--- config.mk ---
export PLATFORM = sky130hd
export DESIGN_NAME = pio_irq_flat
export DESIGN_NICKNAME = d
export VERILOG_FILES = /design/src/rtl/pio_irq_if.sv /design/src/rtl/pio_irq.sv /design/src/flat_wrapper.sv
export SDC_FILE = /design/constraint.sdc
export NUM_CORES = 1
export LEC_CHECK = 0
export BUFFER_PORTS_ARGS = -buffer_cell sky130_fd_sc_hd__buf_2
export CAP_MARGIN = 20
export CORE_MARGIN = 5
export CORE_UTILIZATION = 50
export CTS_CLUSTER_SIZE = 16
export DETAILED_ROUTE_END_ITERATION = 6
export PLACE_DENSITY = 0.71
export SLEW_MARGIN = 15
export SYNTH_ARGS = -nofsm -noshare
export SYNTH_HDL_FRONTEND = slang
export SYNTH_SLANG_ARGS = --single-unit
--- constraint.sdc ---
create_clock -name iCLK -period 3.25 [get_ports iCLK]
set_input_delay 0.1625 -clock iCLK [delete_from_list [all_inputs] [get_ports iCLK]]
set_output_delay 0.1625 -clock iCLK [all_outputs]
set_load 0.01 [all_outputs]
--- src/rtl/pio_irq_if.sv ---
// rtl/pio_irq_if.sv - register bus bundle for the pio_irq slave
interface pio_irq_if #(
  parameter int pADDR_BITS = 4
);
  logic [pADDR_BITS-1:0] iADDRESS;
  logic                  iWRITE;
  logic                  iREAD;
  logic [31:0]           iWRITE_DATA;
  logic [31:0]           oREAD_DATA;

  modport master (
    output iADDRESS,
    output iWRITE,
    output iREAD,
    output iWRITE_DATA,
    input  oREAD_DATA
  );

  modport slave (
    input  iADDRESS,
    input  iWRITE,
    input  iREAD,
    input  iWRITE_DATA,
    output oREAD_DATA
  );
endinterface

--- src/rtl/pio_irq.sv ---
// rtl/pio_irq.sv - GPIO block with pin mux select, edge capture and masked interrupt
module pio_irq #(
  parameter int pBITS        = 32,
  parameter int pMUX_BITS    = 2,
  parameter int pSYNC_STAGES = 2,
  parameter int pADDR_BITS   = 4
) (
  input  logic                       iCLK,
  input  logic                       iRESET,
  pio_irq_if.slave                   bus,
  input  logic [pBITS-1:0]           iPIO,
  output logic [pBITS-1:0]           oPIO,
  output logic [pBITS-1:0]           oDIR,
  output logic [pBITS*pMUX_BITS-1:0] oMUXSEL,
  output logic                       oIRQ
);

  // Edge detection stays off until the sync chain and prev have both been
  // refilled from live pins, so pins high at reset do not look like edges.
  localparam int cWARM   = pSYNC_STAGES + 1;
  localparam int cWARM_W = $clog2(cWARM + 1);

  logic [pBITS-1:0]   r_sync [pSYNC_STAGES];
  logic [pBITS-1:0]   r_prev;
  logic [pBITS-1:0]   r_pio;
  logic [pBITS-1:0]   r_dir;
  logic [pBITS-1:0]   r_mask;
  logic [pBITS-1:0]   r_cap;
  logic [pBITS-1:0]   r_rise;
  logic [pBITS-1:0]   r_fall;
  logic [pBITS-1:0]   r_mux [pMUX_BITS];
  logic [cWARM_W-1:0] r_warm;
  logic [31:0]        r_rdata;
  logic               r_irq;

  logic [31:0]        w_addr;
  logic [pBITS-1:0]   w_wd;
  logic [pBITS-1:0]   w_sync;
  logic               w_warm;
  logic [pBITS-1:0]   w_rise;
  logic [pBITS-1:0]   w_fall;
  logic [pBITS-1:0]   w_w1c;
  logic [31:0]        w_rdata;
  logic               w_unused;

  assign w_addr   = 32'(bus.iADDRESS);
  assign w_wd     = bus.iWRITE_DATA[pBITS-1:0];
  assign w_unused = &{1'b0, bus.iWRITE_DATA};
  assign w_sync   = r_sync[pSYNC_STAGES-1];
  assign w_warm   = (r_warm == cWARM_W'(cWARM));
  assign w_rise   = w_sync & ~r_prev & r_rise & {pBITS{w_warm}};
  assign w_fall   = ~w_sync & r_prev & r_fall & {pBITS{w_warm}};
  assign w_w1c    = (bus.iWRITE && (w_addr == 32'd6)) ? w_wd : '0;

  assign oPIO           = r_pio;
  assign oDIR           = r_dir;
  assign oIRQ           = r_irq;
  assign bus.oREAD_DATA = r_rdata;

  for (genvar gk = 0; gk < pMUX_BITS; gk++) begin : g_mux_out
    assign oMUXSEL[gk*pBITS +: pBITS] = r_mux[gk];
  end

  // Input synchroniser chain and one-cycle-delayed copy for edge detection.
  always_ff @(posedge iCLK or negedge iRESET) begin
    if (!iRESET) begin
      for (int i = 0; i < pSYNC_STAGES; i++) r_sync[i] <= '0;
      r_prev <= '0;
    end else begin
      r_sync[0] <= iPIO;
      for (int i = 1; i < pSYNC_STAGES; i++) r_sync[i] <= r_sync[i-1];
      r_prev <= w_sync;
    end
  end

  // Warm-up counter: saturates once the input path holds only post-reset samples.
  always_ff @(posedge iCLK or negedge iRESET) begin
    if (!iRESET) begin
      r_warm <= '0;
    end else if (!w_warm) begin
      r_warm <= r_warm + 1'b1;
    end
  end

  // Register writes; CAP is handled separately because edges also update it.
  always_ff @(posedge iCLK or negedge iRESET) begin
    if (!iRESET) begin
      r_pio  <= '0;
      r_dir  <= '0;
      r_mask <= '0;
      r_rise <= '0;
      r_fall <= '0;
      for (int k = 0; k < pMUX_BITS; k++) r_mux[k] <= '0;
    end else if (bus.iWRITE) begin
      case (w_addr)
        32'd0:   r_pio  <= w_wd;
        32'd1:   r_dir  <= w_wd;
        32'd2:   r_pio  <= r_pio & ~w_wd;
        32'd3:   r_pio  <= r_pio | w_wd;
        32'd4:   r_pio  <= r_pio ^ w_wd;
        32'd5:   r_mask <= w_wd;
        32'd7:   r_rise <= w_wd;
        32'd8:   r_fall <= w_wd;
        default: ;
      endcase
      for (int k = 0; k < pMUX_BITS; k++) begin
        if (w_addr == 32'(9 + k)) r_mux[k] <= w_wd;
      end
    end
  end

  // Captured edges: write-one-to-clear, with a same-cycle new edge winning.
  always_ff @(posedge iCLK or negedge iRESET) begin
    if (!iRESET) begin
      r_cap <= '0;
    end else begin
      r_cap <= (r_cap & ~w_w1c) | w_rise | w_fall;
    end
  end

  // Level interrupt from the registered CAP/MASK state.
  always_ff @(posedge iCLK or negedge iRESET) begin
    if (!iRESET) begin
      r_irq <= 1'b0;
    end else begin
      r_irq <= |(r_cap & r_mask);
    end
  end

  // Read mux sees pre-write register values, so read-during-write returns old data.
  always_comb begin
    w_rdata = '0;
    case (w_addr)
      32'd0:               w_rdata[pBITS-1:0] = w_sync;
      32'd1:               w_rdata[pBITS-1:0] = r_dir;
      32'd2, 32'd3, 32'd4: w_rdata[pBITS-1:0] = r_pio;
      32'd5:               w_rdata[pBITS-1:0] = r_mask;
      32'd6:               w_rdata[pBITS-1:0] = r_cap;
      32'd7:               w_rdata[pBITS-1:0] = r_rise;
      32'd8:               w_rdata[pBITS-1:0] = r_fall;
      default:             ;
    endcase
    for (int k = 0; k < pMUX_BITS; k++) begin
      if (w_addr == 32'(9 + k)) w_rdata[pBITS-1:0] = r_mux[k];
    end
  end

  // Registered read data, held between read strobes.
  always_ff @(posedge iCLK or negedge iRESET) begin
    if (!iRESET) begin
      r_rdata <= '0;
    end else if (bus.iREAD) begin
      r_rdata <= w_rdata;
    end
  end

endmodule

--- src/flat_wrapper.sv ---
// flat-port wrapper written by rule: the top's interface ports become plain ports
module pio_irq_flat 
#(
  parameter int pBITS        = 32,
  parameter int pMUX_BITS    = 2,
  parameter int pSYNC_STAGES = 2,
  parameter int pADDR_BITS   = 4
)
  (iCLK, iRESET, iPIO, oPIO, oDIR, oMUXSEL, oIRQ, bus_iADDRESS, bus_iWRITE, bus_iREAD, bus_iWRITE_DATA, bus_oREAD_DATA);
  pio_irq_if #(.pADDR_BITS(pADDR_BITS)) bus_i ();
  input  logic iCLK;
  input  logic iRESET;
  input  logic [pBITS-1:0] iPIO;
  output logic [pBITS-1:0] oPIO;
  output logic [pBITS-1:0] oDIR;
  output logic [pBITS*pMUX_BITS-1:0] oMUXSEL;
  output logic oIRQ;
  input wire logic [$bits(bus_i.iADDRESS)-1:0] bus_iADDRESS;
  input wire logic [$bits(bus_i.iWRITE)-1:0] bus_iWRITE;
  input wire logic [$bits(bus_i.iREAD)-1:0] bus_iREAD;
  input wire logic [$bits(bus_i.iWRITE_DATA)-1:0] bus_iWRITE_DATA;
  output wire logic [$bits(bus_i.oREAD_DATA)-1:0] bus_oREAD_DATA;
  assign bus_i.iADDRESS = bus_iADDRESS;
  assign bus_i.iWRITE = bus_iWRITE;
  assign bus_i.iREAD = bus_iREAD;
  assign bus_i.iWRITE_DATA = bus_iWRITE_DATA;
  assign bus_oREAD_DATA = bus_i.oREAD_DATA;
  pio_irq #(.pBITS(pBITS), .pMUX_BITS(pMUX_BITS), .pSYNC_STAGES(pSYNC_STAGES), .pADDR_BITS(pADDR_BITS)) u_core (.iCLK(iCLK), .iRESET(iRESET), .bus(bus_i), .iPIO(iPIO), .oPIO(oPIO), .oDIR(oDIR), .oMUXSEL(oMUXSEL), .oIRQ(oIRQ));
endmodule
==> metrics.txt, run 1 <==
status completed; CTS Buf Count 43; crit end category flip-flop; Worst-path clk slew approximately 0.06 ns; max_slew headroom 0.256; P&R area growth vs syn 21.3%; CTS sink cnt 387; synth warn 0; final cell count without fillers 2344; syn_area_per_cell 11.4 sq um; DRC Markers 0; number of synthesized flops with an enable pin 0; worst setup path start bus_iADDRESS[0]; Port Buf Inserts 232; top-area cell type share of the netlist area 0.541; worst slew pin tran 1.12 ns; FF+latch count, synth 387; Sw Pwr 4.05 mW; top_reg_cell synth dfrtp_1; dpl cells 2203; Yosys top cell by area dfrtp_1; Fmax ~500 MHz; detailed placement HPWL 36100 microns; standard-cell row count 69; routed vias/inst 6.00; share of cells above drive strength 1 0.277; max-slew violation count 0; Vias 14100; initial drt markers about 1200; Clk pwr share 0.354; Fin Hold WS 0.159 ns; hold_sp bus_iWRITE; Gate power share 0.181; Final Setup Violations 0; GRT Total Usage 0.273; die footprint 0.0397 sq mm; Chip Height 199 microns; first-pass GRT wire length ~84000 microns; pre-CTS WS ~0.67 ns; Cell Area, Placed 0.0197 sq mm; Clock Path Buffers 3; GR Overflow Total 0; Yosys cell types 49; crit path kind input port to flip-flop; CTS root buf clkbuf_16; Syn Nets ~1700; Final Critical Period 2.00 ns; sequential share of the synthesized area 0.541; # IOs ~230; Cell Int Power 9.58 mW; CP required 3.70 ns; Synth area leaders dfrtp_1 54%, mux2_2 8.2%, ha_1 4.5%; Total Routed Length 54800 microns; routed length per placed instance 23.4 microns; HP Class input port to flip-flop; sequential power share 0.465; FFs w/ async S/R, synth 1.00; H-Tree Depth 2; Mapped Cells 1575; largest net degree at the start of global routing 85; first-pass detailed-route iteration total 5; setup TNS 0 ns; die width 199 microns; power per cell area roughly 630 mW/mm^2; Max-cap violations 0; vias in the first global route 14400; Cell Area, Synth 0.0179 sq mm; Final Cycle Share 0.617; clk_lat worst skew about 0.57 ns; RSZ-0062 raised after global routing false; initial core utilization 0.504; sw frac 0.297; Final Hold Viols 0; # nets final 1989; Routed Antenna Nets 0; WP data arrival roughly 2.5 ns; Worst Path Max Fanout 35; final instance area 0.0217 sq mm; worst r2r src u_core.r_warm[0]; worst setup margin 1.25 ns; total power draw 13.6 mW; Worst setup SP type input port; initial antenna violation count 1; Finished Core Util 0.612; Leak between 10 and 15 nW; VDD IR max between 0.5 and 0.6 mV; CTS tree done; Core ar. 0.0355 sq mm; gpl congestion 0.883; final clock skew 0.0184 ns
[worst max-delay path: stages]
cell and delay (ns):
buf_4 0.43, nor2b_4 0.25, nand2_1 0.15, or3_2 0.93, mux2_1 0.49
[cell usage after synthesis, types with 4 or more instances]
library cell / number
a2111oi_0: 14
a21o_1: 14
a21oi_1: 48
a221oi_1: 19
a221oi_2: 30
a22o_1: 32
a22oi_1: 33
a31oi_1: 17
buf_2: 31
buf_6: 5
clkbuf_1: 68
dfrtp_1: 387
ha_1: 65
inv_1: 98
mux2_2: 131
mux2i_1: 30
nand2_1: 196
nand3b_1: 61
nand4_1: 4
o21ai_0: 120
o21ai_1: 39
o22a_1: 17
o22ai_1: 32
o2bb2ai_1: 46
[routing by layer]
| layer | GRT usage | up-vias | wire length, microns |
|---|---|---|---|
| met2 | 0.443 | 568 | 26400 |
| met1 | 0.370 | 7150 | 22400 |
| met4 | 0.0995 | 0 | 1660 |
| li1 | - | 6246 | - |
| met5 | 0 | - | 0 |
| met3 | 0.0528 | 107 | 4300 |
[kinds of logic (layout without fill, tap and decap cells)]
group           after synthesis  count (layout)  synth area share
buf+inv                     207             514            0.0481
other cells                   0               1                 0
mux                         162             162            0.0999
flops                       387             387             0.541
compound gates              464             464             0.184
xor+xnor                      1               1          0.000490
simple gates                289             289            0.0806
fa+ha+maj                    65              65            0.0455
[final cells by class]
cell class / instances / area, sq um
fill: 2846 / 13800
sequential: 387 / 9680
multi-input combinational: 981 / 7420
timing repair buffer: 341 / 2250
clock buffer: 63 / 1260
tap: 461 / 577
inverter: 98 / 368
clock inverter: 12 / 134
antenna: 1 / 2.50
[power by group through the flow]
stage	clock, mW	combinational, mW	sequential [mW]
3_5_place_dp	0	2.40	6.39
3_3_place_gp	0	2.31	6.36
6_report	4.83	2.46	6.34
4_1_cts	4.91	2.48	6.31
5_1_grt	5.11	2.73	6.42
2_1_floorplan	0	1.23	6.34
[registers in the layout, indices dropped and copies added (netlist names)]
signal	cells
u_core.r_prev	32
u_core.r_rise	32
u_core.oMUXSEL	64
u_core.r_sync	32
u_core.r_cap	32
u_core.oDIR	32
u_core.r_mask	32
u_core.oIRQ	1
u_core.bus.oREAD_DATA	32
u_core.r_fall	32
u_core.r_warm	2
u_core.oPIO	32
u_core.w_sync	32
[placed cells by master (no fill, tap or decap), types with 3 or more instances in the layout]
cell type	Yosys	final
a2111oi_0	14	14
a21o_1	14	14
a21oi_1	48	48
a221oi_1	19	19
a221oi_2	30	30
a22o_1	32	32
a22oi_1	33	33
a31oi_1	17	17
buf_12	0	8
buf_2	31	230
buf_4	2	37
clkbuf_1	68	10
clkbuf_16	0	44
clkbuf_8	0	9
clkinv_2	0	6
dfrtp_1	387	387
dlygate4sd3_1	0	65
ha_1	65	65
inv_1	98	98
mux2_2	131	131
mux2i_1	30	30
nand2_1	196	194
nand2b_1	3	3
nand3b_1	61	61
nand4_1	4	4
nor3_2	0	3
o21ai_0	120	120
o21ai_1	39	39
o22a_1	17	17
o22ai_1	32	32
o2bb2ai_1	46	46
[worst paths after layout]
path	endpoint	slack (ns)	depth (start not counted)
min in group asynchronous	u_core.w_sync[31]	0.19	2
max in group asynchronous	u_core.r_rise[23]	2.13	3
setup / recovery	u_core.oDIR[3]	1.25	5
setup reg to reg	u_core.r_cap[25]	1.55	3
hold / removal	u_core.r_fall[29]	0.16	4
hold reg to reg	u_core.w_sync[6]	0.34	0
[timing repair]
item / in CTS / in global routing
gates resized for setup: 0 / 0
hold endpoints to repair: 288 / 0
buffers inserted: 0 / 0
hold buffers: 65 / 0
No activity file was read; power rests on OpenSTA's default activity.
==> run 2, diff against run 1 <==
--- a/config.mk
+++ b/config.mk
@@ -11,7 +11,7 @@
 export CORE_UTILIZATION = 50
 export CTS_CLUSTER_SIZE = 16
 export DETAILED_ROUTE_END_ITERATION = 6
-export PLACE_DENSITY = 0.71
+export PLACE_DENSITY = 0.73
 export SLEW_MARGIN = 15
 export SYNTH_ARGS = -nofsm -noshare
 export SYNTH_HDL_FRONTEND = slang
==> constraint.sdc (replaced) <==
create_clock -name iCLK -period 1.6 [get_ports iCLK]
set_input_delay 0.08 -clock iCLK [delete_from_list [all_inputs] [get_ports iCLK]]
set_output_delay 0.08 -clock iCLK [all_outputs]
set_load 0.01 [all_outputs]
==> run 2 against run 1 <==
Compared with the run above:
- clock-buffer cell count down 5
- die area stayed put
- clock power grew 100%
- power is 100% higher
- sequential share of layout area is 1.5 points lower
- final cell count grew 2.9%
- setup slack worse by 1.2 ns
- largest power group unchanged
==> metrics.txt, run 2 (synthesis gave the netlist of run 1 again) <==
status completed; worst r2r src u_core.r_mask[30]; DRC Markers 0 (unchanged); Chip Height 199 microns (unchanged); Multi-input gate area 0.00744 sq mm (+0.30%); Setup Fix Bufs, Post-CTS 0 (unchanged); GR peak layer met2; P&R area growth vs syn 25.5%; max-slew violation count 0 (unchanged); number of flip-flops in the largest register 64 (unchanged); Core ar. 0.0355 sq mm (unchanged); grt met2 use 0.460 (+0.0173); Worst Path Max Fanout 3 (-91%); max_slew headroom 0.596 (+0.340); commonest cells after routing, fill and taps aside 387 x dfrtp_1, 230 x buf_2, 194 x nand2_1; vias in the first global route 14800 (+2.9%); WP data arrival 2.00 ns (-0.46 ns); crit end category flip-flop; HP Class input port to asynchronous set/reset pin; Cell Area, Placed 0.0204 sq mm (+3.8%); CTS Buf Count 42 (-2.3%); RSZ-0062 raised after global routing false; worst slew pin tran 0.591 ns (-0.525 ns); CTS tree done; Final Hold Viols 0 (unchanged); first-pass detailed-route iteration total 6 (+1); GRT Total Usage 0.281 (+0.00785); crit path kind flip-flop to flip-flop; WP buf/inv 0 (-1); CP top delay family simple AND/OR/NAND/NOR gates; clk_lat worst skew 0.58 ns (about the same); # IOs 233 (unchanged); dpl cells 2272 (+3.1%); Vias 14500 (+2.9%); power per cell area 1240 mW/mm^2 (+98%); Leak 10.4 nW (+4.1%); diode count 0 (-1); total power draw 27.8 mW (+100%); initial core utilization 0.504 (unchanged); VDD IR max 0.976 mV (+80%); Register-to-Register Path Depth 3 (unchanged); routed length per placed instance 23.2 microns (-0.66%); Worst path max stage delay 0.62 ns (-0.31 ns); initial drt markers 1192 (+0.17%); Final Setup Violations 0 (unchanged); gpl congestion 0.917 (+3.9%); CP max stage cell or4_1; detailed placement HPWL 38700 microns (+7.4%); Routed Antenna Nets 0 (unchanged); share of cells above drive strength 1 0.304 (+0.0269); Reg2Reg Setup Slack 0.002 ns (-1.55 ns); standard-cell row count 69 (unchanged); initial antenna violation count 1 (unchanged); GR Overflow Total 0 (unchanged); critical path cell sequence a22oi_2 -> nand4_1 -> or4_1; final cell count without fillers 2413 (+2.9%); commonest non-fill, non-tap cell in the layout dfrtp_1; # nets final 2057 (+3.4%); Worst setup SP type flip-flop; final instance area 0.0224 sq mm (+3.4%); filler instances 2677 (-5.9%); die footprint 0.0397 sq mm (unchanged); Port Buf Inserts 232 (unchanged); worst setup margin 0.00230 ns (-1.24 ns); first-pass GRT wire length 86200 microns (+2.2%); die width 199 microns (unchanged); Clock Path Buffers 3 (unchanged); R2R Path End u_core.oIRQ; Final Cycle Share 0.999; Worst-path clk slew 0.06 ns (about the same); met3 Resource Use GR 0.0550 (+0.00219); Total Routed Length 56000 microns (+2.3%); Fmax 626 MHz; setup TNS 0 ns (unchanged); pre-CTS WS -0.305 ns (-0.979 ns); H-Tree Depth 2 (unchanged); CP required 2.00 ns (-1.70 ns); CTS root buf clkbuf_16; final clock skew 0.0279 ns (+0.00948 ns); largest net degree at the start of global routing 67 (-21%); Final Critical Period 1.60 ns; FF/Latch Area 0.00968 sq mm (unchanged); met1 usage 0.379 (+0.00929); CTS sink cnt 387 (unchanged); Max-cap violations 0 (unchanged); routed vias/inst 6.00 (about the same)
## run 2: cell type report
| class | count | share of cell area |
|---|---|---|
| Timing Repair Buffer | 410 | 0.134 |
| Multi-Input combinational cell | 981 | 0.332 |
| Clock buffer | 58 | 0.0513 |
| Clock inverter | 18 | 0.00931 |
| Tap cell | 461 | 0.0257 |
| Sequential cell | 387 | 0.432 |
| Inverter | 98 | 0.0164 |
## run 2: metal layers
layer / share of wire / up-vias
met5: 0.00014 / -
met4: 0.032 / 2
met3: 0.081 / 123
met2: 0.48 / 656
met1: 0.41 / 7299
li1: - / 6397
## run 2: how the worst max path moves through the flow
stage	start	to	slack, ns	depth (start not counted)
after global placement	bus_iADDRESS[1]	u_core.bus.oREAD_DATA[17]	-0.33	8
after CTS	u_core.r_mask[27]	u_core.oIRQ	0.02	3
after global routing	u_core.r_mask[30]	u_core.oIRQ	0.009	3
after floorplan	bus_iADDRESS[0]	u_core.oPIO[10]	0.01	7
final	u_core.r_mask[30]	u_core.oIRQ	0.002	3
after detailed placement	bus_iADDRESS[1]	u_core.bus.oREAD_DATA[17]	-0.30	8
## run 2: report_power, final
group	switching, mW	internal, mW
Combinational	2.74	2.48
Sequential	1.56	11.4
Clock	4.01	5.70
Total	8.31	19.5
## run 2: what timing repair did
action                                 in CTS  in global routing
setup endpoints to repair                   2                  2
endpoints found under the hold margin     672                  0
gates resized for setup                     3                  3
hold buffers                               65                  0
## run 2: stage by stage
step                utilization  hold WS (ns)
floorplan                     -        -0.216
global placement          0.575        0.0106
detailed placement        0.575        0.0135
CTS                       0.632        0.0236
global route              0.632        0.0539
finish                    0.632        0.0318
